[src/rtl/axi4_stream_packetizer.sv]
// axi4_stream_packetizer
// Frames a raw word stream into AXI4-Stream packets from per-packet commands
// (byte length, tid, tdest, tuser). Generates tlast and tkeep/tstrb for the
// partial final beat.
// Optional feature macro: AXIS_PKTZ_OUT_REG_EN
//   defined   -> 2-entry skid buffer, all axis outputs registered, 1-cycle latency
//   undefined -> combinational pass-through from din to axis, zero latency
//
// state    | meaning
// ---------+----------------------------------------------------------
// S_IDLE   | waiting for a command; cmd_ready high once out of reset
// S_STREAM | moving din words to the stream; rem = bytes still to send

module axi4_stream_packetizer #(
    parameter type         tdata_t = logic [31:0],
    parameter type         tid_t   = logic [7:0],
    parameter type         tdest_t = logic [7:0],
    parameter type         tuser_t = logic [31:0],
    parameter int unsigned LEN_W   = 16
) (
    input  logic                        clk,
    input  logic                        rst_n,
    input  logic                        cmd_valid,
    output logic                        cmd_ready,
    input  logic [LEN_W-1:0]            cmd_len,
    input  tid_t                        cmd_id,
    input  tdest_t                      cmd_dest,
    input  tuser_t                      cmd_user,
    input  logic                        din_valid,
    output logic                        din_ready,
    input  tdata_t                      din_data,
    output logic                        axis_tvalid,
    input  logic                        axis_tready,
    output tdata_t                      axis_tdata,
    output logic [$bits(tdata_t)/8-1:0] axis_tkeep,
    output logic [$bits(tdata_t)/8-1:0] axis_tstrb,
    output logic                        axis_tlast,
    output tid_t                        axis_tid,
    output tdest_t                      axis_tdest,
    output tuser_t                      axis_tuser,
    output logic                        pkt_done,
    output logic                        err_zero_len
);

    localparam int unsigned BYTES = $bits(tdata_t) / 8;
    localparam int unsigned RW    = $clog2(BYTES) + 1;

    localparam logic [0:0] S_IDLE   = 1'b0;
    localparam logic [0:0] S_STREAM = 1'b1;

    logic [0:0]       state_q;
    logic [LEN_W-1:0] rem_q;
    tid_t             id_q;
    tdest_t           dest_q;
    tuser_t           user_q;
    logic             live_q;

    logic             streaming;
    logic             cmd_hs;
    logic             din_hs;
    logic             is_last;
    logic             done_set;
    logic [BYTES-1:0] beat_keep;

    assign streaming = (state_q == S_STREAM);
    // live_q holds cmd_ready low for the first cycle after reset release
    assign cmd_ready = live_q && !streaming;
    assign cmd_hs    = cmd_valid && cmd_ready;
    assign din_hs    = din_valid && din_ready;
    assign is_last   = (rem_q <= LEN_W'(BYTES));
    // only consulted when rem <= BYTES, so the low RW bits hold the full count
    assign beat_keep = is_last ? ~({BYTES{1'b1}} << rem_q[RW-1:0]) : {BYTES{1'b1}};

    // Command acceptance and per-beat byte accounting
    always_ff @(posedge clk or negedge rst_n) begin
        if (!rst_n) begin
            state_q <= S_IDLE;
            rem_q   <= '0;
            id_q    <= '0;
            dest_q  <= '0;
            user_q  <= '0;
            live_q  <= 1'b0;
        end else begin
            live_q <= 1'b1;
            case (state_q)
                S_IDLE: begin
                    if (cmd_hs && (cmd_len != '0)) begin
                        state_q <= S_STREAM;
                        rem_q   <= cmd_len;
                        id_q    <= cmd_id;
                        dest_q  <= cmd_dest;
                        user_q  <= cmd_user;
                    end
                end
                default: begin
                    if (din_hs) begin
                        rem_q <= rem_q - LEN_W'(BYTES);
                        if (is_last) begin
                            state_q <= S_IDLE;
                        end
                    end
                end
            endcase
        end
    end

    // Single-cycle status pulses
    always_ff @(posedge clk or negedge rst_n) begin
        if (!rst_n) begin
            pkt_done     <= 1'b0;
            err_zero_len <= 1'b0;
        end else begin
            pkt_done     <= done_set;
            err_zero_len <= cmd_hs && (cmd_len == '0);
        end
    end

`ifdef AXIS_PKTZ_OUT_REG_EN
    typedef struct packed {
        tdata_t           data;
        logic [BYTES-1:0] keep;
        logic             last;
        tid_t             id;
        tdest_t           dest;
        tuser_t           user;
    } beat_t;

    beat_t beat;
    beat_t s0_q;
    beat_t s1_q;
    logic  v0_q;
    logic  v1_q;
    logic  pop;

    assign beat = '{data: din_data, keep: beat_keep, last: is_last,
                    id: id_q, dest: dest_q, user: user_q};
    // ready depends only on flops, so tready never reaches din_ready
    assign din_ready = streaming && !v1_q;
    assign pop       = v0_q && axis_tready;
    assign done_set  = pop && s0_q.last;

    // Skid buffer: s0 drives the stream, s1 catches the beat in flight on a stall
    always_ff @(posedge clk or negedge rst_n) begin
        if (!rst_n) begin
            s0_q <= '0;
            s1_q <= '0;
            v0_q <= 1'b0;
            v1_q <= 1'b0;
        end else begin
            case ({din_hs, pop})
                2'b10: begin
                    if (!v0_q) begin
                        s0_q <= beat;
                        v0_q <= 1'b1;
                    end else begin
                        s1_q <= beat;
                        v1_q <= 1'b1;
                    end
                end
                2'b01: begin
                    s0_q <= s1_q;
                    v0_q <= v1_q;
                    v1_q <= 1'b0;
                end
                2'b11: begin
                    if (v1_q) begin
                        s0_q <= s1_q;
                        s1_q <= beat;
                    end else begin
                        s0_q <= beat;
                    end
                end
                default: begin
                end
            endcase
        end
    end

    assign axis_tvalid = v0_q;
    assign axis_tdata  = s0_q.data;
    assign axis_tkeep  = s0_q.keep;
    assign axis_tstrb  = s0_q.keep;
    assign axis_tlast  = s0_q.last;
    assign axis_tid    = s0_q.id;
    assign axis_tdest  = s0_q.dest;
    assign axis_tuser  = s0_q.user;
`else
    assign din_ready   = streaming && axis_tready;
    assign done_set    = din_hs && is_last;

    assign axis_tvalid = streaming && din_valid;
    assign axis_tdata  = streaming ? din_data  : '0;
    assign axis_tkeep  = streaming ? beat_keep : '0;
    assign axis_tstrb  = streaming ? beat_keep : '0;
    assign axis_tlast  = streaming && is_last;
    assign axis_tid    = streaming ? id_q   : '0;
    assign axis_tdest  = streaming ? dest_q : '0;
    assign axis_tuser  = streaming ? user_q : '0;
`endif

endmodule

[config.mk]
export PLATFORM = sky130hd
export DESIGN_NAME = axi4_stream_packetizer
export DESIGN_NICKNAME = d
export VERILOG_FILES = /design/src/rtl/axi4_stream_packetizer.sv
export SDC_FILE = /design/constraint.sdc
export NUM_CORES = 1
export LEC_CHECK = 0
export CAP_MARGIN = 40
export CORE_ASPECT_RATIO = 1.75
export CORE_MARGIN = 2
export CORE_UTILIZATION = 36
export CTS_CLUSTER_DIAMETER = 60
export DETAILED_ROUTE_END_ITERATION = 16
export GPL_ROUTABILITY_DRIVEN = 0
export PLACE_DENSITY_LB_ADDON = 0.15
export SETUP_SLACK_MARGIN = 0.4
export SYNTH_ARGS = -nofsm -noshare
export SYNTH_HDL_FRONTEND = slang
export SYNTH_SLANG_ARGS = --single-unit
[constraint.sdc]
create_clock -name clk -period 1.8 [get_ports clk]
set_clock_uncertainty 0.1 [all_clocks]
set_input_delay 0.18 -clock clk [delete_from_list [all_inputs] [get_ports clk]]
set_output_delay 0.18 -clock clk [all_outputs]
set_load 0.01 [all_outputs]
Word level (Yosys, flattened, before mapping)
Cells that the tools add are included.

Bits of input ports: 101. Register bits after elaboration: 68. Logic and storage cells: 42.

Shift operators: 1. Bitwise operators: 2. Add/sub/neg operators: 1. Magnitude comparators: 1. Equality and inequality tests: 1. Reduce and logical (&&, ||, !) cells: 15. Multiplexer cells: 13.

Operators with widths (number): $mux W32 (2); $mux W16 (3); $le A16 B3 Y1 const B (1); $logic_not A16 Y1 (1); $mux W8 (2); $reduce_bool A16 Y1 (1); $sub A16 B3 Y16 const B (1); $logic_and A1 B1 Y1 (9); $mux W4 (2); $mux W1 (4); $not A4 Y4 (1); $reduce_and A2 Y1 (2); $shl A4 B3 Y4 const A (1); $ne A2 B1 Y1 const B (1); $reduce_bool A2 Y1 (1); $logic_not A1 Y1 (1); $not A1 Y1 (1).

Longest topological paths before layout
Gate-level depths: netlist of run 1.

Depth after elaboration: 6. Gate-level depth with buffers: 7.

Worst setup path after synthesis of run 1
No wires, ideal clock.

Path type: reg-to-output. Start point: reg rem_q[8]. End point: out axis_tstrb[0]. Cell stages (with the launch flop): 6. Data required time: 1520 ps. Buffers on the path: 1. Arrival: 1673 ps. Slack: -153 ps. Cells stage by stage: dfrtp_1 > nor3_2 > nand2_1 > o41ai_2 > o21ai_1 > buf_4.

Cells in the longest elaborated chain, start to end: 3.

RTL lines: from (decl) (RTL line 52) `logic [LEN_W-1:0] rem_q;`; from (signal assigned) (RTL line 89) `rem_q <= cmd_len;`; from (signal assigned) (RTL line 97) `rem_q <= rem_q - LEN_W'(BYTES);`; $le A16 B3 Y1 (RTL line 70) `assign is_last = (rem_q <= LEN_W'(BYTES));`; $mux W4 (RTL line 72) `assign beat_keep = is_last ? ~({BYTES{1'b1}} << rem_q[RW-1:0]) : {BYTES{1'b1}};`; $mux W4; to (decl) (RTL line 36) `output logic [$bits(tdata_t)/8-1:0] axis_tstrb,`.

Every way passes these cells.

Worst setup path in the final report of run 1
Start point: reg rem_q[12]. End point: out axis_tstrb[0].

Cells in the longest elaborated chain, start to end: 3.

RTL lines: $le A16 B3 Y1 (RTL line 70); $mux W4 (RTL line 72); $mux W4 (RTL line 194) `assign axis_tstrb = streaming ? beat_keep : '0;`.

Every way passes these cells.

==> reports/summary.txt, run 1 <==
first drt pass iteration count: 4
CTS tree: built
Post-synth top flop: dfrtp_1
maximum clock insertion buffer count: 2
RSZ-0062 raised after global routing: true
hold_sp: cmd_len[7]
Clock Tree Root: clkbuf_16
Worst-path clk slew: 0.06 ns
violated checks: setup timing
final count of hold timing violations: 0
highest clock rate: 0.435 GHz
Layout Cells excl Fill: 909
DRT Wirelength: 18500 um
# port buffers: 194
hold endpoint: rem_q[7]$_DFFE_PN0P_
DP Area: 0.00638 mm^2
Hold Crit Class: primary input to register
Ant. Diodes: 0
largest net degree at the start of global routing: 69
reg2reg start: state_q$_DFF_PN0_
Cell Chain, Critical Path: nor4_4 -> nand2_2 -> o41ai_4 -> buf_4 -> buf_6 -> o21ai_2 -> buf_2
Worst VDD drop: 0.498 mV
Top Ports: 195
Period minus WS final: 2.30 ns
Layout Area Growth over Synthesis: 137%
Avg Cell Area, Syn: 8.30 um^2
total CTS buffers: 9
Seq/Total Area, Yosys: 45.9%
leak pwr: 4.43 nW
max-slew violations: 0
clock latency at the later pin of the worst-skew pair: 0.33 ns
most frequent cells in the layout: buf_6 (125), clkdlybuf4s50_1 (98), and2_4 (82), buf_4 (75), nand2_1 (73)
GR Overflow Total: 0
Iteration-0 DRC Markers: 327
vias in the first global route: 4908
status: finished with violations
warnings from Yosys: 0
fraction of layout cells with a size suffix above 1: 61.8%
Die ar.: 0.0112 mm^2
MaxCap Viol Count: 0
CP required: 1.52 ns
WHS Path Cells: 3
flops & latches, synth: 68
Syn Inst Count: 447
slowest CP cell: dfrtp_1
hpwl dp: 9280 um
CP startpoint kind: register
Cell Pwr Density: 498 mW/mm^2
Pwr Total: 4.38 mW
post-synthesis cell type count: 47
CP Capture Type: primary output
GRT Util Overall: 30.4%
Final setup viols: 142
fill cell count: 486
Worst path max stage delay: 0.41 ns
Initial Utilization: 36.4%
commonest non-fill, non-tap cell in the layout: buf_6
via count: 4729
# rows: 49
first-pass GRT wire length: 25800 um
Worst Reg-to-Reg Cells: 8
number of clock sinks: 68
Reg-to-Reg End: rem_q[9]$_DFFE_PN0P_
crit path DAT: 2.02 ns
Syn Nets: 550
CP Max Fanout: 3
Die W: 80.7 um
WL per Instance: 20.3 um
worst setup path category: register to primary output
post-route cell area: 0.00880 mm^2
htree depth: 3
Via density: 5.20
Netlist Area Pre-Place: 0.00371 mm^2
dpl cells: 810
Final #Nets: 880
core box area: 0.0102 mm^2
asr flop ratio synth: 100%
Antenna Nets Post-Route: 0
Post-route DRC: 0
Die H: 138 um
R2R Setup Slk: -0.20 ns
number of flops mapped to enable cells by yosys: 0
PnR worst setup slack: -0.497 ns
Tcrit/Tclk final: 128%
initial antenna violation count: 0
per-stage QoR:
stage | util [%] | TNS, ns | worst slack [ns] | hold slack [ns]
after CTS | 79.5 | -13.72 | -0.520 | 0.278
after floorplan | - | -0.215 | -0.0615 | -0.216
after global routing | 86.5 | -27.50 | -0.567 | 0.148
after detailed placement | 62.7 | -17.86 | -0.479 | 0.134
after global placement | 62.7 | -16.11 | -0.435 | 0.134
final | 86.5 | -22.71 | -0.497 | 0.159
repair_timing:
action | CTS | global route
endpoints found under the hold margin | 68 | 0
resized for setup | 642 | 140
setup endpoints to repair | 160 | 159
gates cloned | 17 | 0
setup buffers | 46 | 19
hold buffers | 1 | 0
pin swaps | 107 | 41
routing by layer:
layer | part of all wire (%) | routed length [um] | track usage, %
met5 | 0 | 0 | 0
met4 | 5.9 | 1090 | 15.3
met3 | 5.9 | 1090 | 5.87
met2 | 55 | 10200 | 56.0
met1 | 33 | 6070 | 31.4
power breakdown:
group,switching (mW),internal [mW]
clock network,0.696,1.15
registers,0.0222,1.56
logic,0.410,0.540
total,1.13,3.25
critical path: cells and delay by family, from the launching register on:
kind | cells | cell delay (ns)
buf+inv | 3 | 0.44
simple gates | 2 | 0.44
flops | 1 | 0.41
compound gates | 2 | 0.40
synth_stat cells (2+ instances only):
cell type  number  area [um^2]
nor3_1          5         25.0
a41oi_1         2         17.5
mux2i_1         3         30.0
a21oi_1         2         10.0
clkbuf_1       11         41.3
a22oi_1         4         30.0
o41ai_2         2         32.5
nand3_1        13         65.1
o21ai_1         5         25.0
a211oi_1        2         15.0
ha_1            2         25.0
a2bb2oi_1       2         17.5
nor2_1         12         45.0
inv_1           7         26.3
nor4_1          3         18.8
a221o_1         2         20.0
nor4_2          5         62.6
o22ai_1         3         18.8
nand2_1       163          612
nand4_1         5         31.3
dfrtp_1        68         1700
buf_1           2         7.51
o21ai_0         2         10.0
and2_1         83          519
buf_2           8         40.0
buf_4          10         75.1
state kept, by name, indices dropped and copies added, names as in the netlist:
signal	count
user_q	32
rem_q	16
live_q	1
pkt_done	1
id_q	8
dest_q	8
state_q	1
err_zero_len	1
cells by family after synthesis:
group | share of synthesized area [%]
flops | 45.9
other cells | 0.101
compound gates | 7.63
buf+inv | 5.23
simple gates | 39.4
mux | 1.11
fa+ha+maj | 0.675
worst max path at each step:
stage / from / end / slack [ns]
final: rem_q[12]$_DFFE_PN0P_ / axis_tstrb[0] / -0.50
after global routing: rem_q[12]$_DFFE_PN0P_ / axis_tstrb[0] / -0.57
after CTS: rem_q[11]$_DFFE_PN0P_ / axis_tkeep[0] / -0.52
after detailed placement: rem_q[12]$_DFFE_PN0P_ / axis_tkeep[1] / -0.48
after global placement: rem_q[12]$_DFFE_PN0P_ / axis_tstrb[0] / -0.43
after floorplan: rem_q[12]$_DFFE_PN0P_ / axis_tstrb[0] / -0.06
layout make-up:
class	instances	area, um^2	share of cell area, %
Sequential cell	68	1710	19.4
Clock inverter	5	58.8	0.668
Inverter	8	30.0	0.341
Timing Repair Buffer	350	3950	44.9
Multi-Input combinational cell	340	2640	30.0
Tap cell	127	159	1.81
Clock buffer	11	253	2.87
Note: power is estimated with default switching activity, not from simulation.
==> run 2, diff against run 1 <==
Settings changed: CORE_ASPECT_RATIO 1.75 to 1.5, CTS_CLUSTER_DIAMETER 60 to not set.
==> run 2 against run 1 <==
Net effect:
- the run still ends with setup timing left
- maximum frequency fell by 0.57%
- via count rose by 3.0%
- sequential power barely moved
- first-iteration DRC count rose by 25%
- critical path type unchanged
- routed wire length rose by 6.9%
- die area fell by 0.14%
- worst setup slack got worse by 0.013 ns
- clock-buffer cell count fell by 1
- critical path depth did not move
- sequential cell count did not move
- cell count fell by 1.3%
- sequential share of layout area fell by 0.36 points
- critical endpoint is now axis_tkeep[0]
==> reports/summary.txt, run 2 (synthesized netlist as in run 1, its figures left out) <==
status: finished with violations
violated checks: setup timing
DRT Wirelength: 19700 um
via count: 4872
CP required: 1.52 ns
final count of hold timing violations: 0
Post-route DRC: 0
total CTS buffers: 9
clock latency at the later pin of the worst-skew pair: 0.34 ns
Tcrit/Tclk final: 128%
htree depth: 3
number of clock sinks: 68
CP Capture Type: primary output
worst setup path category: register to primary output
highest clock rate: 0.433 GHz
PnR worst setup slack: -0.510 ns
Layout Area Growth over Synthesis: 142%
CP Buf/Inv Count: 3
initial antenna violation count: 0
footprint of the multi-input gates: 0.00277 mm^2
Die W: 86.9 um
GR Overflow Total: 0
Register Area: 0.00171 mm^2
CP startpoint kind: register
Combinational Power Share: 22.2%
CTS tree: built
first-pass GRT wire length: 24800 um
WL per Instance: 22.0 um
vias in the first global route: 4863
fill cell count: 434
biggest regs: user_q (32), rem_q (16)
Worst-path clk slew: 0.06 ns
largest register by flop count: user_q
leak pwr: 4.42 nW
slowest CP cell: dfrtp_1
Sw Share: 27.2%
Period minus WS final: 2.31 ns
GRT Util Overall: 29.0%
share of power burned in registers: 36.1%
Hold Crit Class: primary input to register
Die H: 128 um
Antenna Nets Post-Route: 0
DP Area: 0.00630 mm^2
Worst path max stage delay: 0.42 ns
fraction of layout cells with a size suffix above 1: 65.1%
RSZ-0062 raised after global routing: true
dpl cells: 796
internal power: 3.21 mW
Die ar.: 0.0111 mm^2
crit-path leading delay family: simple AND/OR/NAND/NOR gates
Cell Chain, Critical Path: nor4_4 -> nand2_2 -> o41ai_4 -> buf_4 -> buf_6 -> o21ai_2 -> buf_2
Cell Pwr Density: 492 mW/mm^2
Iteration-0 DRC Markers: 408
MaxCap Viol Count: 0
hpwl dp: 8810 um
Layout Cells excl Fill: 897
CP Max Fanout: 4
first drt pass iteration count: 5
most frequent cells in the layout: buf_6 (138), clkdlybuf4s50_1 (97), and2_4 (82), nand2_2 (79), dfrtp_1 (65)
crit path DAT: 2.03 ns
Via density: 5.43
NetSw: 1.20 mW
Clock Tree Root: clkbuf_16
number of flip-flops in the largest register: 32
Initial Utilization: 36.8%
largest net degree at the start of global routing: 69
commonest non-fill, non-tap cell in the layout: buf_6
Final setup viols: 142
Final #Nets: 878
# port buffers: 194
Ant. Diodes: 0
# rows: 45
max-slew violations: 0
clock share of power: 41.8%
Worst VDD drop: 0.565 mV
maximum clock insertion buffer count: 2
core box area: 0.0101 mm^2
Top Ports: 195
post-route cell area: 0.00897 mm^2
hold slack: 0.0612 ns
-- run 2: changes by cell type in the layout (fill, tap and decap cells not counted), sizes merged --
| cell | delta |
|---|---|
| buf | -4 |
| clkbuf | +1 |
| clkdlybuf4s50 | -1 |
| clkinv | +2 |
| dlymetal6s2s | +1 |
| inv | -1 |
-- run 2: path summary, 6_finish.rpt --
| check | startpoint | endpoint | slack (ns) | cells past startpoint |
|---|---|---|---|---|
| worst max-delay path | rem_q[12]$_DFFE_PN0P_ | axis_tkeep[0] | -0.51 | 7 |
| worst min-delay path | cmd_len[0] | rem_q[0]$_DFFE_PN0P_ | 0.06 | 3 |
| worst max register to register | state_q$_DFF_PN0_ | user_q[4]$_DFFE_PN0P_ | -0.30 | 9 |
| worst min register to register | dest_q[3]$_DFFE_PN0P_ | dest_q[3]$_DFFE_PN0P_ | 0.39 | 2 |
| max in group asynchronous | rst_n | state_q$_DFF_PN0_ | 0.96 | 3 |
| min in group asynchronous | rst_n | id_q[3]$_DFFE_PN0P_ | 0.29 | 3 |
-- run 2: layer usage --
layer	track usage, %	up-vias	wire length [um]
li1	-	2107	-
met1	31.1	2387	6520
met2	53.1	294	11000
met3	6.18	84	1140
met4	13.2	0	1040
met5	0	-	0
-- run 2: area by class of cell --
type	instances	area share [%]
Timing Repair Buffer	348	44.8
Tap cell	117	1.63
Clock inverter	6	0.712
Clock buffer	10	2.66
Multi-Input combinational cell	340	30.8
Sequential cell	68	19.0
Inverter	8	0.335
-- run 2: what timing repair did --
item                                    CTS  global route
gates cloned                             18             3
hold buffers                              1             0
pin swaps                                67            74
endpoints found under the setup margin  160           159
setup buffers                            48            15
gates resized for setup                 641           194
endpoints found under the hold margin    68             0
-- run 2: worst reg2reg max path: stages (launching register included) --
cell	delay [ns]
dfrtp_2	0.41
buf_6	0.13
buf_6	0.11
nand3b_1	0.28
a41o_4	0.39
buf_12	0.17
buf_6	0.12
buf_16	0.13
nand2_2	0.05
nand2_1	0.07
-- run 2: per-stage QoR --
| step | power [mW] | setup WS, ns | utilization, % | TNS (ns) |
|---|---|---|---|---|
| after floorplan | 1.87 | -0.0615 | - | -0.215 |
| after global placement | 2.37 | -0.399 | 62.5 | -16.73 |
| after detailed placement | 2.39 | -0.454 | 62.5 | -19.04 |
| after CTS | 4.22 | -0.482 | 79.8 | -17.07 |
| after global routing | 4.51 | -0.561 | 89.0 | -30.22 |
| final | 4.41 | -0.510 | 89.0 | -26.18 |
-- run 2: power by group through the flow --
stage          combinational, mW  clock [mW]  sequential (mW)
2_1_floorplan              0.218           0             1.65
3_3_place_gp               0.760           0             1.61
3_5_place_dp               0.782           0             1.61
4_1_cts                    0.834        1.80             1.58
5_1_grt                     1.02        1.90             1.59
6_report                   0.978        1.84             1.59
==> run 3, diff against run 2 <==
Settings changed: CORE_UTILIZATION 36 to 43, MAX_ROUTING_LAYER set to met4.
Clock period 1.8 ns to 2.8 ns, I/O delays scaled along.
==> run 3 against run 2 <==
Net effect:
- the run now ends clean
- worst setup slack better by 0.89 ns
- routed wire length is 40% lower
- sequential cell count stayed put
- clock power is 41% lower
==> reports/summary.txt, run 3 (synthesized netlist as in run 1, its figures left out) <==
status: complete, no violations
RSZ-0062 raised after global routing: true
clock share of power: 42.7%
# port buffers: 194
Ant. Diodes: 0
maximum clock insertion buffer count: 2
first-pass GRT wire length: 18300 um
largest register by flop count: user_q
Final setup viols: 0
core box area: 0.00841 mm^2
max-slew violations: 0
CP dominant cell by count: buf_4
Combinational Power Share: 16.4%
number of clock sinks: 68
WL per Instance: 15.6 um
Die ar.: 0.00940 mm^2
htree depth: 3
hpwl dp: 8450 um
commonest non-fill, non-tap cell in the layout: clkdlybuf4s50_1
GRT Util Overall: 25.5%
highest clock rate: 0.414 GHz
Least-Margin Pin Slew: 0.565 ns
CP Capture Type: primary output
CTS tree: built
share of power burned in registers: 40.9%
hold slack: 0.238 ns
setup TNS: 0 ns
reg2reg start: state_q$_DFF_PN0_
number of flip-flops in the largest register: 32
fill cell count: 640
internal power: 1.95 mW
biggest regs: user_q (32), rem_q (16)
Die H: 118 um
slowest CP cell: dfrtp_2
MaxCap Viol Count: 0
CP startpoint kind: register
Final #Nets: 749
crit path DAT: 2.04 ns
Die W: 79.8 um
initial antenna violation count: 0
Via density: 5.13
Initial Utilization: 44.1%
Worst-path clk slew: 0.06 ns
largest net degree at the start of global routing: 44
total CTS buffers: 9
vias in the first global route: 3834
Antenna Nets Post-Route: 0
worst setup path category: register to primary output
Cell Chain, Critical Path: buf_4 -> ha_1 -> a21oi_4 -> o41ai_4 -> buf_4 -> nand2_1 -> dlygate4sd2_1
clock latency at the later pin of the worst-skew pair: 0.33 ns
CP Max Fanout: 6
leak pwr: 2.84 nW
first drt pass iteration count: 7
relative slew slack: 62.0%
most frequent cells in the layout: clkdlybuf4s50_1 (184), nand2_1 (162), and2_1 (83), dfrtp_1 (63), buf_4 (20)
Hold Crit Class: primary input to async pin
NetSw: 604 uW
Layout Area Growth over Synthesis: 66.8%
crit-path leading delay family: buffers and inverters
Worst path max stage delay: 0.43 ns
Iteration-0 DRC Markers: 206
fraction of layout cells with a size suffix above 1: 10.4%
Crit. Startpoint: rem_q[2]$_DFFE_PN0P_
Tcrit/Tclk final: 86.3%
Period minus WS final: 2.42 ns
Sw Share: 23.7%
Clock Tree Root: clkbuf_16
GR Overflow Total: 0
DRT Wirelength: 11800 um
Cell Pwr Density: 413 mW/mm^2
CP Buf/Inv Count: 3
Post-route DRC: 0
Worst VDD drop: 0.359 mV
Top Ports: 195
CP required: 2.42 ns
final count of hold timing violations: 0
via count: 3885
# rows: 41
==> run 3: area by class of cell <==
cell class                      count  area [um^2]  share of cell area (%)
Sequential cell                    68         1710                    27.6
Clock inverter                      5         52.6                   0.849
Tap cell                          107          134                    2.16
Clock buffer                       11          233                    3.76
Multi-Input combinational cell    340         1890                    30.6
Timing Repair Buffer              219         2140                    34.5
Inverter                            8         30.0                   0.485
==> run 3: final timing paths <==
check,endpoint,slack [ns],cells after the start
min in group clk,id_q[6]$_DFFE_PN0P_,0.37,2
worst max register to register,rem_q[13]$_DFFE_PN0P_,0.56,6
worst min-delay path,rem_q[10]$_DFFE_PN0P_,0.24,2
worst max-delay path,axis_tstrb[1],0.38,7
worst min register to register,id_q[6]$_DFFE_PN0P_,0.37,2
max in group asynchronous,rem_q[2]$_DFFE_PN0P_,1.65,3
==> run 3: what timing repair did <==
item | in CTS | in global routing
pin swaps | 2 | 3
setup endpoints to repair | 55 | 51
buffers inserted | 2 | 8
hold buffers | 1 | 0
hold endpoints to repair | 7 | 0
resized for setup | 20 | 15
==> run 3: layer usage <==
| metal | vias to the layer above | wire (um) | track usage (%) |
|---|---|---|---|
| li1 | 1849 | - | - |
| met1 | 1815 | 4480 | 29.0 |
| met2 | 189 | 6160 | 42.9 |
| met3 | 32 | 827 | 4.45 |
| met4 | 0 | 347 | 12.0 |
| met5 | - | 0 | - |
==> run 3: worst register-to-register path: stages, from the launching register on <==
cell and delay, ns:
dfrtp_4 0.59, buf_6 0.21, nand3b_1 0.25, a41o_2 0.35
buf_4 0.23, a22oi_1 0.20, a2bb2oi_1 0.22
==> run 3: per-stage QoR <==
| step | power, mW | worst slack [ns] | instances | cell area [um^2] | util [%] |
|---|---|---|---|---|---|
| 4_1_cts | 2.53 | 0.316 | 750 | 6110 | 72.7 |
| 3_5_place_dp | 1.42 | 0.206 | 731 | 5770 | 68.5 |
| 6_report | 2.55 | 0.383 | 758 | 6190 | 73.5 |
| 5_1_grt | 2.65 | 0.335 | 758 | 6190 | 73.5 |
| 3_3_place_gp | 1.42 | 0.286 | 731 | 5770 | 68.5 |
| 2_1_floorplan | 1.18 | 0.747 | 447 | 3710 | - |
==> run 3: power groups by stage <==
stage	logic (mW)	registers, mW	clock network [mW]
floorplan	0.125	1.05	0
global placement	0.358	1.06	0
detailed placement	0.365	1.06	0
CTS	0.381	1.04	1.11
global route	0.450	1.05	1.15
finish	0.419	1.04	1.09
